### src/rtl/attractor_pkg.sv
// Shared encodings for the attractor sweep controller: result kinds, FSM states
// and the kind-to-counter mapping used by the statistics block.
package attractor_pkg;

  localparam logic [1:0] KIND_FIX   = 2'd0;
  localparam logic [1:0] KIND_CYCLE = 2'd1;
  localparam logic [1:0] KIND_TMO   = 2'd2;

  typedef logic [2:0] sweep_state_t;

  localparam sweep_state_t ST_IDLE   = 3'd0;
  localparam sweep_state_t ST_LOAD   = 3'd1;
  localparam sweep_state_t ST_RUN    = 3'd2;
  localparam sweep_state_t ST_REPORT = 3'd3;
  localparam sweep_state_t ST_DONE   = 3'd4;

  // Bit i of the result selects counter i (fix, cycle, timeout).
  function automatic logic [2:0] kind_onehot(input logic [1:0] kind);
    logic [2:0] oh;
    case (kind)
      KIND_FIX:   oh = 3'b001;
      KIND_CYCLE: oh = 3'b010;
      KIND_TMO:   oh = 3'b100;
      default:    oh = 3'b000;
    endcase
    return oh;
  endfunction

endpackage

### src/rtl/sweep_stats.sv
// Three saturating aggregate counters (fix / cycle / timeout) with a common
// synchronous clear and a one-hot increment request.
module sweep_stats
  import attractor_pkg::*;
#(
  parameter int CNT_W = 9
) (
  input  logic             clk,
  input  logic             reset,
  input  logic             clr,
  input  logic [2:0]       inc,
  output logic [CNT_W-1:0] fix_cnt,
  output logic [CNT_W-1:0] cycle_cnt,
  output logic [CNT_W-1:0] tmo_cnt
);

  localparam logic [CNT_W-1:0] CNT_MAX = {CNT_W{1'b1}};

  logic [CNT_W-1:0] fix_cnt_q, fix_cnt_d;
  logic [CNT_W-1:0] cycle_cnt_q, cycle_cnt_d;
  logic [CNT_W-1:0] tmo_cnt_q, tmo_cnt_d;

  function automatic logic [CNT_W-1:0] sat_inc(input logic [CNT_W-1:0] v, input logic en);
    logic [CNT_W-1:0] r;
    if (en && (v != CNT_MAX)) begin
      r = v + CNT_W'(1);
    end else begin
      r = v;
    end
    return r;
  endfunction

  // Next counter values: clear wins over any increment request.
  always_comb begin
    fix_cnt_d   = fix_cnt_q;
    cycle_cnt_d = cycle_cnt_q;
    tmo_cnt_d   = tmo_cnt_q;
    if (clr) begin
      fix_cnt_d   = '0;
      cycle_cnt_d = '0;
      tmo_cnt_d   = '0;
    end else begin
      fix_cnt_d   = sat_inc(fix_cnt_q,   inc[KIND_FIX]);
      cycle_cnt_d = sat_inc(cycle_cnt_q, inc[KIND_CYCLE]);
      tmo_cnt_d   = sat_inc(tmo_cnt_q,   inc[KIND_TMO]);
    end
  end

  // Counter registers.
  always_ff @(posedge clk) begin
    if (reset) begin
      fix_cnt_q   <= '0;
      cycle_cnt_q <= '0;
      tmo_cnt_q   <= '0;
    end else begin
      fix_cnt_q   <= fix_cnt_d;
      cycle_cnt_q <= cycle_cnt_d;
      tmo_cnt_q   <= tmo_cnt_d;
    end
  end

  assign fix_cnt   = fix_cnt_q;
  assign cycle_cnt = cycle_cnt_q;
  assign tmo_cnt   = tmo_cnt_q;

endmodule

### src/rtl/attractor_sweep_ctrl.sv
// Sweep initiator for the gene network: loads every initial state, holds the
// network in reset, waits for fix/cycle/timeout and reports one record per state.
module attractor_sweep_ctrl
  import attractor_pkg::*;
#(
  parameter int N          = 8,
  parameter int RST_CYCLES = 2,
  parameter int TIMEOUT    = 1000,
  parameter int STEP_W     = 16,
  parameter int CNT_W      = N + 1
) (
  input  logic              clk,
  input  logic              reset,
  input  logic              start,
  output logic [N-1:0]      x_in,
  output logic              net_n_reset,
  input  logic [N-1:0]      x_out,
  input  logic              cycle,
  input  logic              fix,
  output logic              res_valid,
  input  logic              res_ready,
  output logic [N-1:0]      res_init,
  output logic [1:0]        res_kind,
  output logic [N-1:0]      res_state,
  output logic [STEP_W-1:0] res_steps,
  output logic [CNT_W-1:0]  fix_cnt,
  output logic [CNT_W-1:0]  cycle_cnt,
  output logic [CNT_W-1:0]  tmo_cnt,
  output logic              busy,
  output logic              done
);

  localparam int RC_W = (RST_CYCLES > 1) ? $clog2(RST_CYCLES) : 1;
  localparam logic [RC_W-1:0]   RC_LAST   = RC_W'(RST_CYCLES - 1);
  localparam logic [STEP_W-1:0] STEP_LAST = STEP_W'(TIMEOUT - 1);
  localparam logic [N-1:0]      X_LAST    = {N{1'b1}};

  sweep_state_t      state_q, state_d;
  logic [N-1:0]      x_in_q, x_in_d;
  logic [RC_W-1:0]   rst_ctr_q, rst_ctr_d;
  logic [STEP_W-1:0] step_q, step_d;
  logic              net_n_reset_q, net_n_reset_d;
  logic              res_valid_q, res_valid_d;
  logic [N-1:0]      res_init_q, res_init_d;
  logic [1:0]        res_kind_q, res_kind_d;
  logic [N-1:0]      res_state_q, res_state_d;
  logic [STEP_W-1:0] res_steps_q, res_steps_d;
  logic              busy_q, busy_d;
  logic              done_q, done_d;

  logic              ev_hit_s;
  logic [1:0]        ev_kind_s;
  logic              stats_clr_s;
  logic [2:0]        stats_inc_s;

  // Event arbitration while running: fix beats cycle beats timeout.
  always_comb begin
    ev_hit_s  = 1'b0;
    ev_kind_s = KIND_FIX;
    if (state_q != ST_RUN) begin
      ev_hit_s  = 1'b0;
      ev_kind_s = KIND_FIX;
    end else if (fix) begin
      ev_hit_s  = 1'b1;
      ev_kind_s = KIND_FIX;
    end else if (cycle) begin
      ev_hit_s  = 1'b1;
      ev_kind_s = KIND_CYCLE;
    end else if (step_q == STEP_LAST) begin
      ev_hit_s  = 1'b1;
      ev_kind_s = KIND_TMO;
    end else begin
      ev_hit_s  = 1'b0;
      ev_kind_s = KIND_FIX;
    end
  end

  // Sweep FSM, timers and result record next-state logic.
  always_comb begin
    state_d       = state_q;
    x_in_d        = x_in_q;
    rst_ctr_d     = rst_ctr_q;
    step_d        = step_q;
    net_n_reset_d = 1'b0;
    res_valid_d   = res_valid_q;
    res_init_d    = res_init_q;
    res_kind_d    = res_kind_q;
    res_state_d   = res_state_q;
    res_steps_d   = res_steps_q;
    stats_clr_s   = 1'b0;
    stats_inc_s   = 3'b000;

    case (state_q)
      ST_IDLE, ST_DONE: begin
        if (start) begin
          state_d     = ST_LOAD;
          x_in_d      = '0;
          rst_ctr_d   = '0;
          stats_clr_s = 1'b1;
        end else begin
          state_d = state_q;
        end
      end

      ST_LOAD: begin
        if (rst_ctr_q == RC_LAST) begin
          state_d       = ST_RUN;
          step_d        = '0;
          net_n_reset_d = 1'b1;
        end else begin
          rst_ctr_d = rst_ctr_q + RC_W'(1);
        end
      end

      ST_RUN: begin
        step_d = step_q + STEP_W'(1);
        if (ev_hit_s) begin
          state_d       = ST_REPORT;
          net_n_reset_d = 1'b0;
          res_valid_d   = 1'b1;
          res_init_d    = x_in_q;
          res_kind_d    = ev_kind_s;
          res_state_d   = x_out;
          res_steps_d   = step_q + STEP_W'(1);
          stats_inc_s   = kind_onehot(ev_kind_s);
        end else begin
          net_n_reset_d = 1'b1;
        end
      end

      // Network stays frozen in reset until the sink takes the record.
      ST_REPORT: begin
        if (res_ready) begin
          res_valid_d = 1'b0;
          if (x_in_q == X_LAST) begin
            state_d = ST_DONE;
          end else begin
            state_d   = ST_LOAD;
            x_in_d    = x_in_q + N'(1);
            rst_ctr_d = '0;
          end
        end else begin
          res_valid_d = 1'b1;
        end
      end

      default: begin
        state_d     = ST_IDLE;
        res_valid_d = 1'b0;
      end
    endcase

    busy_d = (state_d == ST_LOAD) || (state_d == ST_RUN) || (state_d == ST_REPORT);
    done_d = (state_d == ST_DONE);
  end

  // State and output registers.
  always_ff @(posedge clk) begin
    if (reset) begin
      state_q       <= ST_IDLE;
      x_in_q        <= '0;
      rst_ctr_q     <= '0;
      step_q        <= '0;
      net_n_reset_q <= 1'b0;
      res_valid_q   <= 1'b0;
      res_init_q    <= '0;
      res_kind_q    <= 2'd0;
      res_state_q   <= '0;
      res_steps_q   <= '0;
      busy_q        <= 1'b0;
      done_q        <= 1'b0;
    end else begin
      state_q       <= state_d;
      x_in_q        <= x_in_d;
      rst_ctr_q     <= rst_ctr_d;
      step_q        <= step_d;
      net_n_reset_q <= net_n_reset_d;
      res_valid_q   <= res_valid_d;
      res_init_q    <= res_init_d;
      res_kind_q    <= res_kind_d;
      res_state_q   <= res_state_d;
      res_steps_q   <= res_steps_d;
      busy_q        <= busy_d;
      done_q        <= done_d;
    end
  end

  sweep_stats #(
    .CNT_W (CNT_W)
  ) u_stats (
    .clk       (clk),
    .reset     (reset),
    .clr       (stats_clr_s),
    .inc       (stats_inc_s),
    .fix_cnt   (fix_cnt),
    .cycle_cnt (cycle_cnt),
    .tmo_cnt   (tmo_cnt)
  );

  assign x_in        = x_in_q;
  assign net_n_reset = net_n_reset_q;
  assign res_valid   = res_valid_q;
  assign res_init    = res_init_q;
  assign res_kind    = res_kind_q;
  assign res_state   = res_state_q;
  assign res_steps   = res_steps_q;
  assign busy        = busy_q;
  assign done        = done_q;

endmodule

### config.mk
export PLATFORM = sky130hd
export DESIGN_NAME = attractor_sweep_ctrl
export DESIGN_NICKNAME = d
export VERILOG_FILES = /design/src/rtl/attractor_pkg.sv /design/src/rtl/sweep_stats.sv /design/src/rtl/attractor_sweep_ctrl.sv
export SDC_FILE = /design/constraint.sdc
export NUM_CORES = 1
export LEC_CHECK = 0
export BUFFER_PORTS_ARGS = -buffer_cell sky130_fd_sc_hd__buf_2
export CAP_MARGIN = 20
export CORE_ASPECT_RATIO = 1.25
export CORE_MARGIN = 2
export CORE_UTILIZATION = 61
export CTS_BUF_LIST = sky130_fd_sc_hd__clkbuf_8
export DETAILED_ROUTE_END_ITERATION = 10
export PLACE_DENSITY = 0.94
export SYNTH_ARGS = -nofsm -noshare
export SYNTH_HDL_FRONTEND = slang
export SYNTH_SLANG_ARGS = --single-unit
### constraint.sdc
create_clock -name clk -period 5.8 [get_ports clk]
set_input_delay 0.58 -clock clk [delete_from_list [all_inputs] [get_ports clk]]
set_output_delay 0.58 -clock clk [all_outputs]
set_load 0.1 [all_outputs]
==> run summary, run 1 <==
Detailed routing inserted a total of 4461 vias. The overall die area is 8294 sq um. In this run, synthesis inferred 0 flip-flops with an integrated enable. The power share of the combinational group came out at 0.082. The number of nets handed over by synthesis was 562. The distinct cell type count after synthesis came out at 64. Buffers placed on the I/O ports in this run total 86. The clock transition at the registers of the reported paths is around 0.090 ns. Once detail routing completed, the nets flagged for antenna violations numbered 0. The post-synthesis area per instance is 8.559 sq um.

The maximum frequency from static timing analysis came out at 361.5 MHz. The required time at the endpoint of the critical path is roughly 6 ns. Measured along the x axis, the die boundary spans roughly 82 um. Prior to clock tree synthesis, the placed netlist has a worst setup slack of 2.584 ns.

The clock network fraction of total power is 0.393. The total half-perimeter wirelength after legalization and detailed placement came out at 7478 um. The post-route total power came out at 0.001244 W. The number of antenna violations at the first check in global routing is 0. The initial core utilization came out at 0.6282. In this run the tightest slew margin relative to its limit is 0.2641.

The most used flip-flop cell after synthesis is sky130_fd_sc_hd__dfxtp_1. The maximum fanout count along the critical path is 17. The via count of the first global-routing pass is 4013. Setup violations remaining at the end of the flow were counted as 0.

After technology mapping, the gate count stands at 540. The sum of overflow across all layers after global routing came out at 0. The floorplan has 35 rows. For this design the static power due to leakage is 2.040 nW. The count of H-tree levels built during CTS came out at 3.

TritonCTS built the clock tree. For this run, the total global-route usage over all layers was measured as 0.2771. The cell sitting at the root of the clock tree is a sky130_fd_sc_hd__clkbuf_8.

The worst setup path is of the reg2reg kind. The signed area change from the synthesized netlist to the final layout is 13.48%. The number of nets in the layout is 623. The routability congestion estimate from global placement came out at 0.8543. The area of the placeable core is approximately 7400 sq um.

The TritonCTS buffer count came out at 9. The global-route wire length before repair came out at 18290 um. Traced cell by cell, the critical path runs through ha_1 -> nor4b_2 -> nand4_2 -> a2111oi_0 -> a211oi_1. Ranked by instance count, the synthesized netlist is headed by sky130_fd_sc_hd__dfxtp_1 (93), sky130_fd_sc_hd__nand2_1 (70), sky130_fd_sc_hd__a21oi_1 (37), sky130_fd_sc_hd__nand3_1 (29), sky130_fd_sc_hd__nor2_1 (29). The setup TNS after final layout came out at 0 ns.

The fraction of synthesis flops using an asynchronous set or reset pin came out at 0. For this run, the slowest stage of the critical path takes 0.92 ns. The number of placed I/O pins came out at 87. The number of hold-slack violations in the final timing report is 0. The final instance count without filler cells came out at about 700. The post-route worst setup slack came out at around 3 ns. Setup repair after global routing left no endpoint under its margin.

The initial DRC count came out at 506. The instance count after placement with tap cells included came out at 681. The number of clock sinks is 93. The pin count of the biggest net entering global routing is 45.

STA classifies the critical path startpoint as a register. The post-synthesis instance area is 4622 sq um. Summed over all layers, the routed wires come to 11250 um. The number of buffers between clock root and the deepest sink is 2.

The portion of total power attributed to sequential cells is 0.525. The count of synthesis-stage warnings from yosys came out at 0. The repair_antennas step left the layout with diodes totalling 0.

The total of hold buffers inserted after clock tree synthesis is 0. Yosys attributes the largest share of cell area to sky130_fd_sc_hd__dfxtp_1 (40%), sky130_fd_sc_hd__nand2_1 (5.7%), sky130_fd_sc_hd__mux2i_1 (4.8%). The fraction of post-synthesis cell area in the top cell type by area came out at 0.4028. Of the total power, the share spent switching nets is 0.2580. The share of synthesized area occupied by flip-flops and latches came out at 0.4028. The internal power came out at slightly above 0.0009 W. The power density over the cells is 237.1 nW/um^2. Post-CTS repair changed the size of 0 cells. The number of register bits inferred by synthesis came out at 93. The die is 101.3 um tall. The tool flagged a number of max-cap violations equal to 0. The number of setup buffers added after CTS is 0. After detailed routing, the number of vias per cell comes to roughly 6.4. The class of the tightest hold or removal check is in2reg. STA classifies the critical path endpoint as a register. For this design the total switching power over the nets is ~0.00032 W.

The detailed-route DRC error count came out at 0. The data arrival time of the worst path came out at 2.98 ns. For the pin with the worst max-slew slack, the measured transition is 1.104 ns.

After detailed routing, the average wire length per cell comes to 16.15 um. The number of max-slew violations in the final report is 0. Counting I/O delays and the setup requirement, the final critical path takes between 2 and 3 ns. The flow ran to the end, and the final reports show no timing, DRC or antenna violations. The pre-antenna-repair detailed-routing pass consisted of 7 iterations. Summed over all instances, the cell type with the most area after synthesis is sky130_fd_sc_hd__dfxtp_1. The worst supply voltage drop on vdd came out at 0.0001611 V. For the worst-skew pair, the clock arrives at the later sink with an insertion delay of 0.37 ns.

The setup clock skew after layout came out at 0.01334 ns. In the final layout, the share of cells above drive strength 1 is 0.1967. The post-route fraction of the period consumed by the critical path is 0.4769. Among all stages on the critical path, the largest delay is contributed by sky130_fd_sc_hd__a2111oi_0. The most common cell in the synthesized netlist is sky130_fd_sc_hd__dfxtp_1.
==> path summary, 6_finish.rpt <==
| kind | slack, ns | endpoint | start | depth (start not counted) |
|---|---|---|---|---|
| setup / recovery | 3.03 | res_steps[5] | step_q[0] | 5 |
| hold / removal | 0.45 | res_state[0] | x_out[0] | 3 |
| setup reg to reg | 3.03 | res_steps[5] | step_q[0] | 5 |
| hold reg to reg | 0.46 | res_state[0] | res_state[0] | 2 |
==> worst max-delay path, delay by kind of cell (launching register included) <==
kind	cells	cell delay, ns
AO/OA/AOI/OAI	2	1.03
adder cells (fa/ha/maj)	1	0.36
flip-flops	1	0.48
AND/OR/NAND/NOR	2	0.75
==> cell families after synthesis <==
logic type | Yosys count | synth area share
adder cells (fa/ha/maj) | 8 | 0.02166
flip-flops | 93 | 0.4028
XOR/XNOR | 23 | 0.04358
AO/OA/AOI/OAI | 117 | 0.1678
AND/OR/NAND/NOR | 230 | 0.2683
buffers and inverters | 46 | 0.04575
multiplexers | 23 | 0.05008
==> through the flow <==
| step | area, sq um | hold slack, ns | util |
|---|---|---|---|
| 2_1_floorplan | 4622 | 0.4711 | - |
| 3_3_place_gp | 5004 | 0.4410 | 0.6801 |
| 3_5_place_dp | 5004 | 0.4430 | 0.6801 |
| 4_1_cts | 5225 | 0.4470 | 0.7102 |
| 5_1_grt | 5245 | 0.4482 | 0.7129 |
| 6_report | 5245 | 0.4536 | 0.7129 |
==> area by class of cell <==
class                   count  area (sq um)
clock buffers              10         137.6
well taps                  92         115.1
fillers                   531          2112
inverters                   7         26.28
multi-input cells         401          2555
flip-flops and latches     93          1862
clock inverters             5         83.83
repair buffers             89         465.4
==> state kept, by name, summed over array words and instances, names as in the netlist, 2 cells and up <==
name / count
res_steps: 16
res_state: 8
u_stats.fix_cnt: 9
res_init: 8
u_stats.cycle_cnt: 9
res_kind: 2
x_in: 8
u_stats.tmo_cnt: 9
step_q: 16
state_q: 3
==> layout by cell type (no fill, tap or decap), drive strengths merged, types with 6 or more instances in the layout <==
| cell type | instances |
|---|---|
| dfxtp | 93 |
| buf | 89 |
| nand2 | 70 |
| a21oi | 38 |
| nor2 | 31 |
| nand3 | 29 |
| mux2i | 22 |
| o21ai | 21 |
| or3 | 17 |
| nor3 | 13 |
| xnor2 | 13 |
| nand4 | 12 |
| nor4 | 10 |
| o211a | 10 |
| o211ai | 10 |
| xor2 | 10 |
| clkbuf | 10 |
| nor2b | 9 |
| ha | 8 |
| inv | 7 |
| a31oi | 6 |
| o31ai | 6 |
==> routing by layer <==
| metal | share of wire | up-vias | global-route usage |
|---|---|---|---|
| li1 | - | 2089 | - |
| met1 | 0.41 | 2115 | 0.3474 |
| met2 | 0.49 | 224 | 0.4503 |
| met3 | 0.071 | 33 | 0.04991 |
| met4 | 0.031 | 0 | 0.1449 |
| met5 | 0 | - | 0 |
==> power by group through the flow <==
stage / combinational [W] / sequential (W) / clock (W)
final: 0.000102 / 0.000653 / 0.000488
after global routing: 0.000109 / 0.000655 / 0.000517
after detailed placement: 0.0000993 / 0.000668 / 0
after floorplan: 0.0000538 / 0.000695 / 0
after global placement: 0.0000973 / 0.000668 / 0
after CTS: 0.0000997 / 0.000653 / 0.000490
Note: power is estimated with default switching activity, not from simulation.
==> run 2: changes to the inputs <==
- ABC_AREA: unset -> 1
- CORE_UTILIZATION: 61 -> 51
- PLACE_DENSITY: 0.94 -> 0.85
- clock period: 5.8 -> 2.25 ns (I/O delays scaled with it)
==> run 2 against run 1 <==
Against the previous run: clock power rose to 2.5 times the previous value; final area is 5.1% lower; largest cell class unchanged; register-to-register slack got worse by 2.7 ns; sequential share of layout area rose by 2.2 points; maximum frequency up 47%; sequential power increased to 2.6 times the previous value; combinational power rose to 4.1 times the previous value; setup slack got worse by 2.7 ns; synthesized cell count up 11%; highest routed layer unchanged; hold slack worse by 0.36 ns; count of clock-buffer cells in the layout decreased by 1.
==> run summary, run 2 <==
By count the netlist is led by sky130_fd_sc_hd__nand2_1 (129), sky130_fd_sc_hd__nor2_1 (102), sky130_fd_sc_hd__dfxtp_1 (93), sky130_fd_sc_hd__inv_1 (57), sky130_fd_sc_hd__a21oi_1 (56). The post-route fraction of the period consumed by the critical path came out at 0.8342 (+0.3573). The total of buffers placed on input and output ports is 86 (unchanged). The most used flip-flop cell after synthesis is sky130_fd_sc_hd__dfxtp_1. The overall die area came out at 9075 sq um (+9.4%). The number of gates resized after CTS is 0 (unchanged).

The leakage power summed over all cells came out at 2.140 nW (+5.0%). Summed over all instances, the cell type with the most area after synthesis is sky130_fd_sc_hd__dfxtp_1. The count of flip-flops with a built-in enable after synthesis is 0 (unchanged). The setup clock skew after layout is 0.009446 ns (-0.003899 ns). The count of synthesis-stage warnings from yosys is 0 (unchanged). The fraction of post-synthesis cell area in the top cell type by area is 0.4385 (+0.03573). The transition time at the pin with the least slew margin is 0.5085 ns (-0.5953 ns).

The flop-to-flop setup slack was 0.37 ns (-2.66 ns). The number of max-slew violations in the final report was 0 (unchanged). The number of placed I/O pins came out at 87 (unchanged). The insertion delay to the later sink of the worst-skew pair is 0.37 ns (about the same). The number of antenna violations at the first check in global routing was 0 (unchanged). The total length of routed wires came to 9711 um (-14%).

The run finished with clean final reports. The final routed wire length divided by cell count came out at 12.37 um (-23%). The via count came out at 4014 (-10%). The residual antenna-violating net count after detailed routing is 0 (unchanged). The number of clock sinks is 93 (unchanged). The sum of overflow across all layers after global routing was 0 (unchanged).

The initial DRC count is 252 (-50%). The tightest hold margin came out at 0.09701 ns (-0.3566 ns). The fraction of synthesis flops using an asynchronous set or reset pin is 0 (unchanged). After synthesis, the cell types taking the most area are sky130_fd_sc_hd__dfxtp_1 (44%), sky130_fd_sc_hd__nand2_1 (11%), sky130_fd_sc_hd__nor2_1 (9.0%). The total global routing track utilization came out at 0.2233 (-0.05378). The number of rows created at floorplan was 37 (+5.7%). STA classifies the critical path startpoint as a register. The count of H-tree levels built during CTS is 3 (unchanged).

In this run the worst setup path terminates at u_stats.cycle_cnt[3]. The number of nets in the layout came out at 705 (+13%). The number of setup buffers added after CTS was 0 (unchanged). The maximum fanout count along the critical path is 8 (-9). Yosys instantiated no cell more often than sky130_fd_sc_hd__nand2_1. Tracing the worst setup path back leads to its startpoint at u_stats.cycle_cnt[0].

The worst setup path is of the reg2reg kind. The routability congestion estimate from global placement came out at 0.8781 (+2.8%). The post-synthesis instance area is 4245 sq um (-8.1%). The required time at the endpoint of the critical path is 2.49 ns (-3.52 ns).

The via count of the first global-routing pass came to 3738 (-6.9%). The worst setup path is captured at a register. The TritonCTS buffer count is 9 (unchanged). The height of the die is 106.0 um (+4.6%). The signed area change from the synthesized netlist to the final layout is 17.21%. The clock transition at the registers of the reported paths is 0.09 ns (about the same).

The setup TNS after final layout came to 0 ns (unchanged). The share of synthesized area occupied by flip-flops and latches came out at 0.4385 (+0.03573). The length in cells of the worst reg-to-reg path is 12 (+7).

The number of hold-slack violations in the final timing report came to 0 (unchanged). The data arrival time of the worst path came out at 2.12 ns (-0.86 ns). The power density over the cells is 673.6 nW/um^2 (+180%). The post-synthesis net count is 621 (+10%).

The number of max-cap violations came out at 0 (unchanged). The area of the placeable core is 8148 sq um (+11%). The end of the worst register-to-register path is u_stats.cycle_cnt[3]. The worst slew slack as a fraction of its limit was 0.6633 (+0.3992). The instance count of the mapped netlist came out at 599 (+11%). The number of buffers between clock root and the deepest sink came to 2 (unchanged). The distinct cell type count after synthesis is 34 (-47%).

Leaving out fill and tap cells, the most frequent cell in the layout is sky130_fd_sc_hd__nand2_1. The number of register bits inferred by synthesis is 93 (unchanged). The maximum frequency from static timing analysis is 532.8 MHz (+47%).

The post-synthesis area per instance came to 7.087 sq um (-17%). The routed via count divided by cell count is 5.113 (-20%). Setup repair after global routing left no endpoint under its margin. The post-route total power came out at 0.003352 W (+170%). The first-pass detailed-route iteration total came out at 4 (-3).

The number of setup violations in the final report is 0 (unchanged). The root buffer cell chosen for the clock tree is sky130_fd_sc_hd__clkbuf_8. The shortest clock period the worst path allows after layout came out at 1.877 ns (-0.8890 ns). The global-route wire length before repair came out at 16520 um (-9.7%). The final core area utilization is 0.6107 (-0.1022).

The total of hold buffers inserted after clock tree synthesis is 0 (unchanged). The startpoint identified for the worst register-to-register timing path is u_stats.cycle_cnt[0]. The die width is 85.61 um (+4.6%). The detailed-route DRC error count came out at 0 (unchanged).

The number of diodes added for antenna fixing came out at 0 (unchanged). The fraction of layout instances using a drive strength above 1 came out at 0.2049 (+0.008248). The worst supply voltage drop on vdd came to 0.0004994 V (+210%). The initial core utilization came out at 0.5210 (-0.1072). The library cells used most frequently in the layout, excluding fill and tap cells, are sky130_fd_sc_hd__nand2_1 (129), sky130_fd_sc_hd__nor2_1 (102), sky130_fd_sc_hd__buf_2 (86). The total half-perimeter wirelength after legalization and detailed placement came out at 7016 um (-6.2%). The pin count of the biggest net entering global routing came to 36 (-20%). The TritonCTS clock tree is built.

The class of the tightest hold or removal check is in2reg.
==> run 2: cell count changes after synthesis, sizes merged, moves of 18 or more <==
cell,previous run,this run
mux2i,22,0
nand2,70,132
nor2,31,109
inv,6,63
a21oi,38,56
o21ai,21,39
==> run 2: critical path, cell delays in order, from the launching register on <==
cell	delay, ns
sky130_fd_sc_hd__dfxtp_2	0.37
sky130_fd_sc_hd__ha_1	0.15
sky130_fd_sc_hd__inv_1	0.06
sky130_fd_sc_hd__nor4_1	0.31
sky130_fd_sc_hd__nand2_1	0.09
sky130_fd_sc_hd__nor2_1	0.10
sky130_fd_sc_hd__ha_1	0.14
sky130_fd_sc_hd__inv_1	0.04
sky130_fd_sc_hd__nand4_2	0.17
sky130_fd_sc_hd__nor2_2	0.09
sky130_fd_sc_hd__xor2_1	0.14
sky130_fd_sc_hd__inv_1	0.06
sky130_fd_sc_hd__nor2_1	0.03
==> run 2: through the flow <==
step / setup WS, ns / std cells / instance area [sq um]
final: 0.3731 / 785 / 4976
after global routing: 0.05053 / 785 / 4976
after CTS: 0.3727 / 785 / 4976
after global placement: 0.4688 / 769 / 4757
after floorplan: 0.002632 / 599 / 4259
after detailed placement: 0.3848 / 769 / 4757
==> run 2: final cells by class <==
cell class | instances | area [sq um]
clock buffer | 9 | 123.9
clock inverter | 7 | 95.09
fill | 743 | 3172
inverter | 64 | 241.5
multi-input combinational | 423 | 2043
sequential | 93 | 1876
tap | 97 | 121.4
timing repair buffer | 92 | 475.5
==> run 2: power by group <==
part | internal, W | switching, W
registers | 0.00168 | 0.0000164
logic | 0.0000827 | 0.000340
clock network | 0.000632 | 0.000605
==> run 2: worst min path at each step <==
stage / from / endpoint / slack, ns / cells after the start
5_1_grt: x_out[2] / res_state[2] / 0.13 / 3
3_5_place_dp: res_kind[0] / res_kind[0] / 0.45 / 2
6_report: x_out[5] / res_state[5] / 0.1 / 3
3_3_place_gp: res_kind[0] / res_kind[0] / 0.45 / 2
4_1_cts: x_out[5] / res_state[5] / 0.09 / 3
2_1_floorplan: x_out[5] / res_state[5] / 0.37 / 2
==> run 2: metal layers <==
metal	vias up	wire, um	track usage
met5	-	0	0
met4	0	142	0.08390
met3	11	471	0.06134
met2	107	4863	0.3761
met1	1818	4234	0.2699
li1	2078	-	-
==> run 2: cell families (layout without fill, tap and decap cells) <==
family                     count (synthesis)  count (layout)  synth area share
AOI/OAI and AO/OA                         97              97            0.1152
xor gates and xnor gates                  17              17           0.03507
adders and majority gates                  8               8           0.02358
buffers and inverters                     83             172           0.08017
DFF                                       93              93            0.4386
and+or+nand+nor                          301             301            0.3074
==> run 3: changes to the inputs <==
- clock period: 2.25 -> 1.6 ns (I/O delays scaled with it)
==> run 3 against run 2 <==
Against the previous run: critical path depth decreased by 1; clock power increased by 44%; routed wire length increased by 16%; the flow now finishes with violations (setup timing); critical endpoint is now u_stats.cycle_cnt[0]; largest cell class unchanged; hold slack got worse by 0.076 ns.
==> run summary, run 3 (synthesis gave the netlist of run 2 again) <==
The run finished, with violations left. The checks that failed: setup timing. In the layout the commonest cells are sky130_fd_sc_hd__nand2_1 (122), sky130_fd_sc_hd__nor2_1 (93), sky130_fd_sc_hd__buf_2 (86).

The data arrival time of the worst path came out at 2.03 ns (-0.09 ns). The TritonCTS buffer count is 9 (unchanged). The post-route worst setup slack is -0.1223 ns (-0.4954 ns).

The total half-perimeter wirelength after legalization and detailed placement is 7584 um (+8.1%). The startpoint identified for the worst hold timing path is x_out[4]. The signed area change from the synthesized netlist to the final layout is 38.61%.

The worst slew slack as a fraction of its limit came out at 0.4626 (-0.2007). The endpoint identified for the worst register-to-register timing path is u_stats.cycle_cnt[0]. The sum of overflow across all layers after global routing is 0 (unchanged).

The area of the placeable core came out at 8148 sq um (unchanged). The shortest clock period the worst path allows after layout is 1.722 ns (-0.1546 ns). The routed via count divided by cell count is 5.300 (+3.7%). The total of hold buffers inserted after clock tree synthesis is 0 (unchanged). The residual antenna-violating net count after detailed routing was 0 (unchanged). The number of clock sinks is 93 (unchanged). The path with the worst hold slack has its endpoint at res_state[4].

The count of H-tree levels built during CTS is 3 (unchanged). The initial core utilization came out at 0.5210 (unchanged). The number of setup violations in the final report came to 11 (+11). The pin count of the biggest net entering global routing is 32 (-11%). The via count of the first global-routing pass came to 3994 (+6.8%). The initial DRC count is 262 (+4.0%). The flop-to-flop setup slack is -0.12 ns (-0.50 ns). The number of max-cap violations came out at 0 (unchanged). The required time at the endpoint of the critical path is 1.91 ns (-0.58 ns).

The count of cells along the worst hold path is 3 (unchanged). The worst setup path is of the reg2reg kind. The number of buffers between clock root and the deepest sink is 2 (unchanged). The number of rows created at floorplan was 37 (unchanged). The worst setup path is captured at a register. The maximum frequency from static timing analysis came out at 580.6 MHz (+9.0%). The overall die area came out at 9075 sq um (unchanged). The height of the die came out at 106.0 um (unchanged). The slowest stage of the critical path belongs to the cell sky130_fd_sc_hd__dfxtp_4. Traced cell by cell, the critical path runs through ha_4 -> inv_4 -> nor4_4 -> nand2_1 -> nor2_1 -> ha_2 -> inv_2 -> nand4_4 -> buf_4 -> or2_4 -> a21oi_1. The storage element area came out at 1976 sq um (+5.3%).

The startpoint identified for the worst register-to-register timing path is u_stats.cycle_cnt[1]. The number of placed I/O pins came out at 87 (unchanged). The die width is 85.61 um (unchanged).

The via count came to 4431 (+10%). The first-pass detailed-route iteration total came out at 5 (+1). The tightest min-delay check is of the in2reg type. The final instance count without filler cells is 836 (+6.5%).

Setup repair after global routing could not meet its margin everywhere. The length in cells of the worst reg-to-reg path is 11 (-1). The area of the multi-input gates came out at 2366 sq um (+16%). The total of buffers placed on input and output ports came out at 86 (unchanged). The transition time at the pin with the least slew margin is 0.8052 ns (+0.2967 ns). The power density over the cells is 814.6 nW/um^2 (+21%). The number of antenna violations at the first check in global routing is 0 (unchanged). The number of hold-slack violations in the final timing report was 0 (unchanged).

The global-route wire length before repair came to 17370 um (+5.1%). The number of nets in the layout is 756 (+7.2%). The detailed-route DRC error count came out at 0 (unchanged). The post-route fraction of the period consumed by the critical path is 1.076 (+0.2423). The total global routing track utilization is 0.2337 (+0.01039). The number of diodes added for antenna fixing is 0 (unchanged).

The maximum fanout count along the critical path came to 5 (-3). The total length of routed wires is 11230 um (+16%). Among cell families on the critical path, the largest total delay comes from simple AND/OR/NAND/NOR gates.

The library cell used most frequently in the layout, excluding fill and tap cells, is sky130_fd_sc_hd__nand2_1. The insertion delay to the later sink of the worst-skew pair is 0.38 ns (about the same). The sort of element at the start of the critical path is a register. The leakage power summed over all cells came out at 2.523 nW (+18%). The routability congestion estimate from global placement is 0.9106 (+3.7%). The worst supply voltage drop on vdd came out at 0.0007874 V (+58%).

The root buffer cell chosen for the clock tree is sky130_fd_sc_hd__clkbuf_8. The number of max-slew violations in the final report is 0 (unchanged). The clock transition at the registers of the reported paths is 0.10 ns (about the same).

The instance count after placement with tap cells included is 796 (+3.5%). The total of fill cells in the finished design came out at 629 (-15%). The delay of the slowest cell on the worst path is 0.36 ns (about the same). The TritonCTS clock tree is built. The number of buffer and inverter stages on the critical path came to 3 (unchanged). The tightest hold margin is 0.02071 ns (-0.07630 ns). The fraction of layout instances using a drive strength above 1 came out at 0.3735 (+0.1685). The final routed wire length divided by cell count is 13.43 um (+8.6%). The setup clock skew after layout came out at 0.01348 ns (+0.004030 ns).
==> run 3: how the worst max path moves through the flow <==
stage | startpoint | to | slack (ns) | cells past startpoint
floorplan | u_stats.cycle_cnt[1] | u_stats.cycle_cnt[3] | -0.20 | 12
global route | u_stats.cycle_cnt[1] | u_stats.cycle_cnt[4] | -0.20 | 13
global placement | u_stats.cycle_cnt[1] | u_stats.cycle_cnt[4] | -0.02 | 12
detailed placement | u_stats.cycle_cnt[1] | u_stats.cycle_cnt[4] | -0.08 | 13
CTS | u_stats.cycle_cnt[2] | u_stats.cycle_cnt[3] | -0.06 | 11
finish | u_stats.cycle_cnt[1] | u_stats.cycle_cnt[0] | -0.12 | 11
==> run 3: stage by stage <==
step | util | setup WS (ns) | area [sq um] | power (W) | setup TNS (ns)
after floorplan | - | -0.2007 | 4491 | 0.002881 | -1.844
after global placement | 0.6428 | -0.02437 | 5238 | 0.003001 | -0.02437
after detailed placement | 0.6428 | -0.08416 | 5238 | 0.003014 | -0.2541
after CTS | 0.6829 | -0.05707 | 5564 | 0.004775 | -0.2911
after global routing | 0.7222 | -0.2020 | 5884 | 0.004970 | -3.592
final | 0.7222 | -0.1223 | 5884 | 0.004794 | -0.5594
==> run 3: what timing repair did <==
item | CTS | global route
endpoints found under the setup margin | 34 | 83
gates cloned | 0 | 1
setup buffers | 9 | 14
pin swaps | 9 | 23
resized for setup | 8 | 79
endpoints found under the hold margin | 0 | 0
==> run 3: area by class of cell <==
type	count	area share
multi-input combinational	424	0.4021
inverter	64	0.04380
clock buffer	9	0.02105
tap	97	0.02063
timing repair buffer	142	0.1590
clock inverter	7	0.01765
sequential	93	0.3357
==> run 3: worst reg2reg max path: stages, from the launching register on <==
cell and delay (ns):
sky130_fd_sc_hd__dfxtp_4 0.36, sky130_fd_sc_hd__ha_4 0.16, sky130_fd_sc_hd__inv_4 0.05, sky130_fd_sc_hd__nor4_4 0.03
sky130_fd_sc_hd__nand2_1 0.05, sky130_fd_sc_hd__nor2_1 0.04, sky130_fd_sc_hd__ha_2 0.17, sky130_fd_sc_hd__inv_2 0.06
sky130_fd_sc_hd__nand4_4 0.16, sky130_fd_sc_hd__buf_4 0.19, sky130_fd_sc_hd__or2_4 0.21, sky130_fd_sc_hd__a21oi_1 0.15
==> run 3: metal layers <==
metal,global-route usage,vias to the layer above,routed length [um]
met4,0.1077,0,295
met2,0.3973,160,5768
met1,0.2804,2056,4541
met3,0.04814,28,623
met5,0,-,0
li1,-,2187,-
==> run 3: where the power goes <==
| group | leakage, nW | switching [W] | internal, W |
|---|---|---|---|
| clock | 0.116 | 0.000874 | 0.000902 |
| sequential | 0.780 | 0.0000256 | 0.00232 |
| combinational | 1.63 | 0.000518 | 0.000159 |
